`src/rtl/mfp_uart_tx.sv`:
```
// Atari ST MFP USART bit-level transmitter: pops bytes from the output FIFO and serialises them per UCR.
// Optional break generation is compiled in with `define MFP_UART_TX_BREAK_EN.
`timescale 1ns/1ps

module mfp_uart_tx (
    input  logic       clk_32,
    input  logic       reset,
    input  logic       baud_tick,
    input  logic [6:0] ucr,
    input  logic       tx_enable,
    input  logic       tx_break,
    input  logic       fifo_avail,
    input  logic [7:0] fifo_data,
    output logic       fifo_pop,
    output logic       txd,
    output logic       tx_busy,
    output logic       tx_done
);

    localparam logic [2:0] ST_IDLE   = 3'd0;
    localparam logic [2:0] ST_START  = 3'd1;
    localparam logic [2:0] ST_DATA   = 3'd2;
    localparam logic [2:0] ST_PARITY = 3'd3;
    localparam logic [2:0] ST_STOP   = 3'd4;

    localparam logic [1:0] FMT_SYNC    = 2'b00;
    localparam logic [1:0] FMT_STOP1P5 = 2'b10;
    localparam logic [1:0] FMT_STOP2   = 2'b11;

    logic [2:0] state_q,    state_d;
    logic       txd_q,      txd_d;
    logic [7:0] shift_q,    shift_d;
    logic [2:0] bit_cnt_q,  bit_cnt_d;
    logic [4:0] tick_cnt_q, tick_cnt_d;
    logic       parity_q,   parity_d;
    logic       div16_q,    div16_d;
    logic [1:0] wordlen_q,  wordlen_d;
    logic [1:0] format_q,   format_d;
    logic       par_en_q,   par_en_d;
    logic       even_q,     even_d;

    logic [4:0] bit_last;
    logic [4:0] stop_last;
    logic [2:0] data_last;
    logic       parity_acc;
    logic       start_ok;
    logic       pop_raw;
    logic       done_raw;

    // Frame geometry comes from the snapshot, so a UCR write mid-frame is harmless.
    assign bit_last   = div16_q ? 5'd15 : 5'd0;
    assign data_last  = 3'd7 - {1'b0, wordlen_q};
    assign parity_acc = parity_q ^ shift_q[0];

    always_comb begin
        unique case (format_q)
            FMT_STOP1P5: stop_last = div16_q ? 5'd23 : 5'd1;
            FMT_STOP2:   stop_last = div16_q ? 5'd31 : 5'd1;
            default:     stop_last = div16_q ? 5'd15 : 5'd0;
        endcase
    end

`ifdef MFP_UART_TX_BREAK_EN
    logic break_req;

    assign break_req = tx_enable && tx_break;
    // A released break must show one idle-high cycle before the next start bit.
    assign start_ok  = tx_enable && fifo_avail && (ucr[3:2] != FMT_SYNC) && !tx_break && txd_q;
`else
    logic unused_tx_break;

    assign unused_tx_break = tx_break;
    assign start_ok        = tx_enable && fifo_avail && (ucr[3:2] != FMT_SYNC);
`endif

    // NOTE: every signal written here gets a default first, otherwise paths
    // that skip an assignment would infer latches.
    always_comb begin
        state_d    = state_q;
        txd_d      = txd_q;
        shift_d    = shift_q;
        bit_cnt_d  = bit_cnt_q;
        tick_cnt_d = tick_cnt_q;
        parity_d   = parity_q;
        div16_d    = div16_q;
        wordlen_d  = wordlen_q;
        format_d   = format_q;
        par_en_d   = par_en_q;
        even_d     = even_q;
        pop_raw    = 1'b0;
        done_raw   = 1'b0;

        unique case (state_q)
            ST_IDLE: begin
                txd_d = 1'b1;
`ifdef MFP_UART_TX_BREAK_EN
                if (break_req) begin
                    txd_d = 1'b0;
                end
`endif
                if (start_ok) begin
                    pop_raw    = 1'b1;
                    state_d    = ST_START;
                    txd_d      = 1'b0;
                    shift_d    = fifo_data;
                    bit_cnt_d  = 3'd0;
                    tick_cnt_d = 5'd0;
                    parity_d   = 1'b0;
                    div16_d    = ucr[6];
                    wordlen_d  = ucr[5:4];
                    format_d   = ucr[3:2];
                    par_en_d   = ucr[1];
                    even_d     = ucr[0];
                end
            end

            ST_START: begin
                if (baud_tick) begin
                    if (tick_cnt_q == bit_last) begin
                        state_d    = ST_DATA;
                        tick_cnt_d = 5'd0;
                        txd_d      = shift_q[0];
                    end else begin
                        tick_cnt_d = tick_cnt_q + 5'd1;
                    end
                end
            end

            ST_DATA: begin
                if (baud_tick) begin
                    if (tick_cnt_q == bit_last) begin
                        tick_cnt_d = 5'd0;
                        parity_d   = parity_acc;
                        shift_d    = {1'b0, shift_q[7:1]};
                        if (bit_cnt_q == data_last) begin
                            if (par_en_q) begin
                                state_d = ST_PARITY;
                                txd_d   = even_q ? parity_acc : ~parity_acc;
                            end else begin
                                state_d = ST_STOP;
                                txd_d   = 1'b1;
                            end
                        end else begin
                            bit_cnt_d = bit_cnt_q + 3'd1;
                            txd_d     = shift_q[1];
                        end
                    end else begin
                        tick_cnt_d = tick_cnt_q + 5'd1;
                    end
                end
            end

            ST_PARITY: begin
                if (baud_tick) begin
                    if (tick_cnt_q == bit_last) begin
                        state_d    = ST_STOP;
                        tick_cnt_d = 5'd0;
                        txd_d      = 1'b1;
                    end else begin
                        tick_cnt_d = tick_cnt_q + 5'd1;
                    end
                end
            end

            ST_STOP: begin
                if (baud_tick) begin
                    if (tick_cnt_q == stop_last) begin
                        state_d    = ST_IDLE;
                        tick_cnt_d = 5'd0;
                        done_raw   = 1'b1;
                    end else begin
                        tick_cnt_d = tick_cnt_q + 5'd1;
                    end
                end
            end

            default: begin
                state_d = ST_IDLE;
                txd_d   = 1'b1;
            end
        endcase
    end

    // Strobes are masked during reset so the IRQ and FIFO never see a stray pulse.
    assign fifo_pop = pop_raw && !reset;
    assign tx_done  = done_raw && !reset;
    assign tx_busy  = (state_q != ST_IDLE) && !tx_done;
    assign txd      = txd_q;

    // NOTE: sequential state uses non-blocking assignments only, so every flop
    // samples the pre-edge value of its neighbours regardless of statement order.
    always_ff @(posedge clk_32) begin
        if (reset) begin
            state_q    <= ST_IDLE;
            txd_q      <= 1'b1;
            shift_q    <= 8'h00;
            bit_cnt_q  <= 3'd0;
            tick_cnt_q <= 5'd0;
            parity_q   <= 1'b0;
            div16_q    <= 1'b0;
            wordlen_q  <= 2'b00;
            format_q   <= 2'b00;
            par_en_q   <= 1'b0;
            even_q     <= 1'b0;
        end else begin
            state_q    <= state_d;
            txd_q      <= txd_d;
            shift_q    <= shift_d;
            bit_cnt_q  <= bit_cnt_d;
            tick_cnt_q <= tick_cnt_d;
            parity_q   <= parity_d;
            div16_q    <= div16_d;
            wordlen_q  <= wordlen_d;
            format_q   <= format_d;
            par_en_q   <= par_en_d;
            even_q     <= even_d;
        end
    end

    pop_never_back_to_back: assert property (@(posedge clk_32) disable iff (reset)
        fifo_pop |=> !fifo_pop);

    pop_not_with_done: assert property (@(posedge clk_32) disable iff (reset)
        !(fifo_pop && tx_done));

endmodule

```
`config.mk`:
```
export PLATFORM = sky130hd
export DESIGN_NAME = mfp_uart_tx
export DESIGN_NICKNAME = d
export VERILOG_FILES = /design/src/rtl/mfp_uart_tx.sv
export SDC_FILE = /design/constraint.sdc
export NUM_CORES = 1
export LEC_CHECK = 0
export BUFFER_PORTS_ARGS = -buffer_cell sky130_fd_sc_hd__buf_2
export CAP_MARGIN = 20
export CORE_ASPECT_RATIO = 1.25
export CORE_MARGIN = 2
export CORE_UTILIZATION = 30
export DETAILED_ROUTE_END_ITERATION = 6
export PLACE_DENSITY = 0.49
export SLEW_MARGIN = 5
export SYNTH_ARGS = -nofsm -noshare
export SYNTH_HDL_FRONTEND = slang
export SYNTH_SLANG_ARGS = --single-unit
export TNS_END_PERCENT = 50
```
`constraint.sdc`:
```
create_clock -name clk_32 -period 2.8 [get_ports clk_32]
set_clock_uncertainty 0.05 [all_clocks]
set_input_delay 0.42 -clock clk_32 [delete_from_list [all_inputs] [get_ports clk_32]]
set_output_delay 0.42 -clock clk_32 [all_outputs]
set_load 0.1 [all_outputs]
```
==> impl_results.md <==
- Status: finished, final reports clean
- Cell Area, Synth: around 1600 um^2
- Slew Limit Fails: 0
- RR Endpoint: bit_cnt_q[2]
- Critical Path RT: 2.33 ns
- Number of synthesized flops with an enable pin: 0
- Grt ovf: 0
- Mapped Cells: 192
- Tot Pwr: roughly 0.89 mW
- Final period util: between 90% and 100%
- CTS clk-pin slew, worst paths: about 0.090 ns
- Die W: 68.81 um
- First-iteration detailed-routing DRC count: just over 50
- Sw Ratio: between 30% and 40%
- Worst Setup Path Type: register to output port
- Setup crit start: tick_cnt_q[2]
- Worst hold path class: primary input to register
- Worst-Skew Late Latency: 0.27 ns
- WHS Path Cells: 3
- Synth Warn #: 0
- Final setup fails: 0
- First-pass GRT wire length: between 6 and 7 mm
- Final min period: between 2 and 3 ns
- DR vias/cell: approximately 5.3
- Register share of total power: roughly half
- WHS Endpoint: even_q
- Worst-path maximum fanout: 4
- HP Start: ucr[0]
- Clock network fraction of design power: between 20% and 30%
- Seq cells post-synth: 28
- Fillers: between 500 and 600
- Port Buffers: 23
- # hold bufs at CTS: 0
- H-Tree Depth: 1
- Syn nets: 215
- Avg Cell Area, Syn: 8.204 um^2
- Root Driver: clkbuf_8
- Tot GR Track Use: roughly 14%
- Final Non-Filler Cells: about 280
- RSZ-0062 raised after global routing: no
- Site Rows: 29
- Reg2reg setup slack: between 0.4 and 0.5 ns
- CP endpoint kind: output port
- DP Wirelength: between 2 and 3 mm
- Worst r2r src: tick_cnt_q[2]
- Arr. time, crit path: about 2.2 ns
- Number of CTS-inserted buffers: 3
- Least-Margin Pin Slew: ~0.81 ns
- CP Launch Type: register
- Die footprint: roughly 6000 um^2
- Vias in the first global route: 1,350
- Initial antenna violation count: 0
- Most frequent cells in the layout: dfxtp_1 (27), nand2_1 (25), nor2_1 (21), buf_2 (21), a21oi_1 (12)
- Clk buf depth: 2
- Placed cells: 271
- Largest net degree at the start of global routing: 30
- Number of max-cap violations: 0
- Leak: around 0.7 nW
- Utilization after layout: 37.12%
- Share of cells above drive strength 1: between 20% and 30%
- Nets: about 240
- Die height: ~85 um
- Pwr/cell area: approximately 470 nW/um^2
- Sw Pwr: roughly 0.28 mW
- Core region area: 5080 um^2
- Clk sinks: 28
- TritonCTS clock tree: built
- DRT Pass-1 Iters: 4
- Top_reg_cell synth: dfxtp_1
- Post-synth cell types: 48
- Logic pwr share: roughly a quarter
- Layout area overhead: 19.70%
- VDD IR max: 202.9 uV
- Reg2Reg Depth: 6
- Hold Violations, Final: 0
- ANT nets after route: 0
- Initial core utilization: between 30% and 40%
- TNS Setup: 0 ns
- Antenna cells: 0
- Commonest non-fill, non-tap cell in the layout: dfxtp_1
- Async set or reset register ratio after synthesis: 0%
- Sequential element share of the synthesized area: a little over a third
- Wire per inst: roughly 14 um
- DRT Wirelength: about 3.8 mm
- Max transition margin: between 40% and 50%
- Internal power: just over 0.6 mW
- GP Congestion: 0.7419
- Num ports: 25
- Max Freq: roughly 0.37 GHz
- Hold_ws: between 0.3 and 0.4 ns
- Vias: approximately 1,500
- DRC viols: 0
power by group through the flow:
stage               Clock [mW]  Combinational [mW]  Sequential (mW)
finish                   0.220               0.224            0.449
global placement             0               0.205            0.458
detailed placement           0               0.205            0.458
global route             0.244               0.245            0.453
floorplan                    0               0.156            0.455
CTS                      0.232               0.212            0.449
registers in the layout (all words and copies together), names as in the netlist:
register and flops:
div16_q 1, state_q 3, txd 1, even_q 1, par_en_q 1, format_q 2
parity_q 1, wordlen_q 2, shift_q 8, tick_cnt_q 5, bit_cnt_q 3
layer usage:
layer / routed length [um] / track usage [%] / part of all wire (%) / vias up
met4: 36 / 3.743 / 0.94 / 0
met5: 0 / 0 / 0 / -
li1: - / - / - / 752
met3: 82 / 1.989 / 2.1 / 2
met1: 1686 / 17.70 / 44 / 690
met2: 2018 / 24.74 / 53 / 14
area by class of cell:
cell class	count	area, um^2	share of cell area [%]
Tap cell	62	77.57	4.114
Sequential cell	28	561.8	29.79
Inverter	1	3.754	0.1991
Timing Repair Buffer	31	205.2	10.88
Multi-Input combinational cell	151	996.0	52.82
Clock buffer	3	41.29	2.190
repair_timing:
| item | 4_1_cts | 5_1_grt |
|---|---|---|
| gates resized for setup | 3 | 5 |
| pin swaps | 0 | 4 |
| setup endpoints to repair | 1 | 1 |
| setup buffers | 0 | 2 |
| cloned | 0 | 0 |
how the worst max path moves through the flow:
stage                     slack [ns]  depth (start not counted)      end
after CTS                       0.02                          6  tx_busy
after global routing           0.008                          6  tx_busy
after floorplan                 0.05                          5  tx_done
after global placement          0.19                          6  tx_busy
final                            0.1                          6  tx_busy
after detailed placement        0.17                          6  tx_busy
cells in the mapped netlist (4+ instances only):
cell       n  area (um^2)
and3_1     4        25.02
o21ai_0    8        40.04
o211ai_1   4        30.03
a311oi_1   7        61.31
nand2_1   25        93.84
clkbuf_1   8        30.03
nand3_1    7        35.03
nor2_1    22        82.58
mux2i_1    8        80.08
dfxtp_1   28        560.5
a21oi_1   12        60.06
nand2b_1   4        25.02
critical path, cell delays in order, from the launching register on:
cell and delay, ns:
dfxtp_2 0.35, or4_4 0.54, o32ai_4 0.29, o221a_4 0.23, nand2b_1 0.08, a211o_1 0.30
buf_12 0.18
cells by family after synthesis:
logic type      Yosys count  synth area share, %
xor+xnor                  5                2.780
compound gates           54                25.90
fa+ha+maj                 2                1.588
flops                    28                35.58
mux                       8                5.084
simple gates             82                25.58
buf+inv                  13                3.495
through the flow:
step	setup WS, ns	cell area (um^2)
6_report	0.09597	1886
5_1_grt	0.008158	1886
4_1_cts	0.02027	1841
3_5_place_dp	0.1684	1785
3_3_place_gp	0.1864	1785
2_1_floorplan	0.05312	1578
No activity file was read; power rests on OpenSTA's default activity.
